File: config.mk
export PLATFORM = sky130hd
export DESIGN_NAME = osc_case_arbiter
export DESIGN_NICKNAME = d
export VERILOG_FILES = /design/src/rtl/osc_pkg.sv /design/src/rtl/osc_pair_core.sv /design/src/rtl/osc_case_arbiter.sv
export SDC_FILE = /design/constraint.sdc
export NUM_CORES = 1
export LEC_CHECK = 0
export CAP_MARGIN = 20
export CORE_MARGIN = 8
export CORE_UTILIZATION = 40
export DETAILED_ROUTE_END_ITERATION = 12
export GPL_ROUTABILITY_DRIVEN = 1
export PLACE_DENSITY = 0.66
export SYNTH_ARGS = -nofsm -noshare
export SYNTH_HDL_FRONTEND = slang
export SYNTH_SLANG_ARGS = --single-unit
export TNS_END_PERCENT = 30
File: constraint.sdc
create_clock -name clk -period 2.91 [get_ports clk]
set_clock_uncertainty 0.2 [all_clocks]
set_input_delay 0.7275 -clock clk [delete_from_list [all_inputs] [get_ports clk]]
set_output_delay 0.7275 -clock clk [all_outputs]
set_load 0.05 [all_outputs]
File: src/rtl/osc_pkg.sv
// Shared types for the two-case oscillator arbiter.
// Arbiter encoding, core state names, requester indices.
package osc_pkg;

  typedef enum logic [1:0] {
    ARB_IDLE   = 2'd0,
    ARB_HOLD   = 2'd1,
    ARB_SWITCH = 2'd2
  } arb_e;

  localparam logic [1:0] S00 = 2'b00;
  localparam logic [1:0] S01 = 2'b01;
  localparam logic [1:0] S10 = 2'b10;
  localparam logic [1:0] S11 = 2'b11;

  localparam int CASE1 = 0;
  localparam int CASE2 = 1;

endpackage

File: src/rtl/osc_pair_core.sv
// Two-case oscillator: phase toggles, or case flips on a.
// y mirrors the switch command as a Mealy output.
module osc_pair_core
  import osc_pkg::*;
(
  input  logic       clk,
  input  logic       rst,
  input  logic       a,
  output logic [1:0] state,
  output logic       y
);

  logic [1:0] state_q, state_d;

  // next core state: flip case on a, else toggle phase
  always_comb begin
    state_d = state_q;
    if (a) state_d = {~state_q[1], state_q[0]};
    else   state_d = {state_q[1], ~state_q[0]};
  end

  // core state register
  always_ff @(posedge clk or negedge rst) begin
    if (!rst) state_q <= S00;
    else      state_q <= state_d;
  end

  assign state = state_q;
  assign y     = a;

endmodule

File: src/rtl/osc_case_arbiter.sv
// Grants the shared oscillator to one of two requesters,
// switching case on handover with a minimum dwell slot.
module osc_case_arbiter
  import osc_pkg::*;
#(
  parameter int SLOT_CYCLES = 8,
  parameter int CNT_W       = $clog2(SLOT_CYCLES),
  parameter int SWC_W       = 8
) (
  input  logic             clk,
  input  logic             rst,
  input  logic [1:0]       req,
  output logic [1:0]       grant,
  output logic [1:0]       osc_state,
  output logic             a_out,
  output logic             busy,
  output logic [SWC_W-1:0] sw_count
);

  localparam logic [CNT_W-1:0] DWELL_MAX =
    CNT_W'(SLOT_CYCLES - 1);

  arb_e             arb_q, arb_d;
  logic [CNT_W-1:0] dwell_q, dwell_d;
  logic [SWC_W-1:0] swc_q, swc_d;
  logic             sw_cmd;
  logic             owner;
  logic             req_own, req_oth;

  osc_pair_core u_core (
    .clk   (clk),
    .rst   (rst),
    .a     (sw_cmd),
    .state (osc_state),
    .y     (a_out)
  );

  assign owner   = osc_state[1];
  assign req_own = owner ? req[CASE2] : req[CASE1];
  assign req_oth = owner ? req[CASE1] : req[CASE2];

  // next arbiter state, counters and switch command
  always_comb begin
    arb_d   = arb_q;
    dwell_d = dwell_q;
    swc_d   = swc_q;
    sw_cmd  = 1'b0;
    grant   = 2'b00;
    unique case (arb_q)
      ARB_IDLE: begin
        if (req_own) begin
          arb_d   = ARB_HOLD;
          dwell_d = '0;
        end else if (req_oth) begin
          arb_d = ARB_SWITCH;
        end
      end
      ARB_HOLD: begin
        grant = owner ? 2'b10 : 2'b01;
        if (dwell_q != DWELL_MAX)
          dwell_d = dwell_q + 1'b1;
        if (!req_own && req_oth)
          arb_d = ARB_SWITCH;
        else if (!req_own)
          arb_d = ARB_IDLE;
        else if (req_oth && dwell_q == DWELL_MAX)
          arb_d = ARB_SWITCH;
      end
      ARB_SWITCH: begin
        sw_cmd = 1'b1;
        swc_d  = swc_q + 1'b1;
        // the core flips case on this edge: old other owns next
        if (req_oth) begin
          arb_d   = ARB_HOLD;
          dwell_d = '0;
        end else if (req_own) begin
          arb_d = ARB_SWITCH;
        end else begin
          arb_d = ARB_IDLE;
        end
      end
      default: arb_d = ARB_IDLE;
    endcase
  end

  // arbiter state and counter registers
  always_ff @(posedge clk or negedge rst) begin
    if (!rst) begin
      arb_q   <= ARB_IDLE;
      dwell_q <= '0;
      swc_q   <= '0;
    end else begin
      arb_q   <= arb_d;
      dwell_q <= dwell_d;
      swc_q   <= swc_d;
    end
  end

  assign busy     = (arb_q != ARB_IDLE);
  assign sw_count = swc_q;

endmodule

==> flow_metrics.tcl, run 1 <==
set metrics [dict create \
    status "complete, no violations" \
    gr-usage-all-layers_pct 8.52 \
    cts_tree "done" \
    worst-endpoint-arrival_ns 1.87 \
    avgSynthCellArea_sq_um 12.4 \
    gr-usage-met3_pct 2.51 \
    synthToLayoutAreaGrowth_pct 25.2 \
    period_share_pct 96.2 \
    min_period_ns 2.80 \
    yosysSeqAreaShare_pct 46.0 \
    dieArea_sq_um 3740 \
    cts_root_buf "clkbuf_4" \
    startpoint "u_core.state[1]" \
    gp_congestion 0.825 \
    synth_top_area_share_pct 46.0 \
    placed_area_sq_um 995 \
    vias_per_cell 5.14 \
    hold_viol_final 0 \
    p_leak_nw 0.437 \
    antenna_left 0 \
    n_antenna_cell 0 \
    cap_violations 0 \
    synth_area_leaders "dfrtp_1 (46%), xnor2_1 (7.5%), ha_1 (4.6%)" \
    min_from "sw_count[7]" \
    cts_hold_buf 0 \
    start_util_pct 42.0 \
    tightest_slew_ns 0.675 \
    cts_sinks 15 \
    wl_per_cell_microns 13.8 \
    internal_power_w 0.000616 \
    p_switching_w 0.000577 \
    path_cells "and3b_1 -> clkdlybuf4s50_1" \
    drv_slew 0 \
    start_kind "register" \
    htree_levels 1 \
    dp_hpwl_microns 1140 \
    grt_pass1_vias 534 \
    fillCellCount 190 \
    grt_start_max_net_pins 16 \
    path_delay_family "buffers and inverters" \
    hp-class "reg -> reg" \
    critPathCaptureType "output pin" \
    ys_top_cells_by_count "dfrtp_1 (15), xnor2_1 (7), nand4_1 (4), o21ai_0 (4)" \
    rsz0062_at_grt "no" \
    io_buffers 17 \
    overflow 0 \
    switching_share_pct 48.4 \
    cts_buffers 3 \
    routed_wl_microns 1530 \
    setup_tns_ns 0 \
    num-nets-final 92 \
    crit_type "reg -> out" \
    cp_num_buf_inv 1 \
    setup_viol 0 \
    required_ns 1.98 \
    peakVddDrop_mv 0.601 \
    worst_path_largest_cell_delay_ns 0.80 \
    ios 18 \
    cts_setup_buffers 0 \
    synth-edff-count 0 \
    fin_area_sq_um 1020 \
    grt_antenna_before_repair 0 \
    synth_cells 66 \
    crit_slowest_cell "clkdlybuf4s50_1" \
    grt_use_met2_pct 13.3 \
    top_usage_layer "met2" \
    clkLatencyLatePin_ns 0.27 \
    synthMostInstantiatedCell "dfrtp_1" \
    yosysTopAreaCell "dfrtp_1" \
    dr.pass1.iters 3 \
    fp.dieH_microns 61.2 \
    synth_seq_cells 15 \
    via_count 570 \
    clk_pin_slew_ns 0.09 \
    die_x_microns 61.2 \
    relSlewSlack_pct 54.9 \
    yosysWarnings 0 \
    coreArea_sq_um 1940 \
    seqPwrFrac_pct 33.5 \
    clock.fmax_mhz 357 \
    syn_area_sq_um 816 \
    comb_power_share_pct 56.8 \
    gr-usage-met1_pct 11.2 \
    clockPowerShare_pct 9.6 \
    utilization_pct 52.6 \
    post_cts_resized 0 \
    ys_async_sr_fraction_pct 100 \
    final_layout_size_suffix_gt1_share_pct 14.3 \
    ys.flop_type "dfrtp_1" \
    grt_pass1_wl_microns 2460 \
    drc 0 \
    synthDistinctLibCells 27 \
    rows 16 \
    cp_max_fo 13 \
    r2r_start "dwell_q[0]" \
    power_density_nw_per_um2 1170 \
    synth_nets 73 \
    drt_iter0_markers 3 \
    cts.path.max_buffers 2 \
]
cells by family (layout without fill, tap and decap cells):
group,count (synthesis),after routing,synth area share (%)
mux,4,4,5.98
compound gates,9,9,10.3
buf+inv,5,23,4.75
xor+xnor,9,9,9.66
flops,15,15,46.0
simple gates,21,21,18.7
fa+ha+maj,3,3,4.60
worst paths after layout:
check                                       end  slack [ns]  depth (start not counted)
worst max-delay path                   grant[1]        0.11                          2
worst min-delay path                sw_count[7]        0.27                          1
worst max register to register       dwell_q[0]        1.06                          5
worst min register to register      sw_count[7]        0.27                          1
max in group asynchronous       u_core.state[1]        1.42                          1
min in group asynchronous           sw_count[7]        0.65                          1
layout by cell type, fill, tap and decap left out:
| cell type | instances |
|---|---|
| a221oi_4 | 1 |
| a22o_1 | 2 |
| a311oi_1 | 1 |
| and3_1 | 2 |
| and3b_1 | 3 |
| and4b_1 | 1 |
| buf_4 | 2 |
| clkbuf_1 | 1 |
| clkbuf_4 | 3 |
| clkdlybuf4s50_1 | 16 |
| dfrtp_1 | 15 |
| ha_1 | 3 |
| inv_1 | 1 |
| mux2_1 | 1 |
| mux2_2 | 2 |
| mux2_4 | 1 |
| nand2_1 | 2 |
| nand4_1 | 4 |
| nand4b_1 | 1 |
| nor2_1 | 2 |
| nor2b_1 | 1 |
| nor2b_4 | 1 |
| nor3b_1 | 2 |
| nor3b_2 | 2 |
| o2111a_1 | 1 |
| o21ai_0 | 4 |
| xnor2_1 | 7 |
| xor2_1 | 2 |
power by group through the flow:
stage                     logic (W)  clock network [W]  registers, W
after floorplan            0.000406                  0      0.000503
after global placement     0.000680                  0      0.000400
after detailed placement   0.000685                  0      0.000405
after CTS                  0.000687           0.000124      0.000401
after global routing       0.000727           0.000130      0.000420
final                      0.000678           0.000115      0.000400
state kept, by name (all words and copies together) (netlist names):
| signal | flops |
|---|---|
| dwell_q | 3 |
| arb_q | 2 |
| u_core.state | 2 |
| sw_count | 8 |
routing by layer:
metal	vias to the layer above	part of all wire [%]
li1	279	-
met1	285	47
met2	6	49
met3	0	3.9
met4	0	0
met5	-	0
per-stage QoR:
step,power (W),instances,setup WS (ns),hold WS [ns]
2_1_floorplan,0.000910,66,0.484,0.232
3_3_place_gp,0.00108,107,0.440,0.259
3_5_place_dp,0.00109,107,0.417,0.261
4_1_cts,0.00121,111,0.0950,0.279
5_1_grt,0.00128,111,0.0142,0.303
6_report,0.00119,111,0.111,0.272
area by class of cell:
| class | count | area (sq um) | share of cell area, % |
|---|---|---|---|
| Timing Repair Buffer | 18 | 175 | 17.2 |
| Clock buffer | 4 | 26.3 | 2.57 |
| Inverter | 1 | 3.75 | 0.368 |
| Multi-Input combinational cell | 46 | 407 | 39.8 |
| Tap cell | 27 | 33.8 | 3.31 |
| Sequential cell | 15 | 375 | 36.8 |
No activity file was read; power rests on OpenSTA's default activity.
==> run 2: changes to the inputs <==
--- a/config.mk
+++ b/config.mk
@@ -11,6 +11,7 @@
 export DETAILED_ROUTE_END_ITERATION = 12
 export GPL_ROUTABILITY_DRIVEN = 1
 export PLACE_DENSITY = 0.66
+export SKIP_LAST_GASP = 1
 export SYNTH_ARGS = -nofsm -noshare
 export SYNTH_HDL_FRONTEND = slang
 export SYNTH_SLANG_ARGS = --single-unit
==> results of run 2 <==
The final DEF is identical to that of run 1; final timing and power are the same.
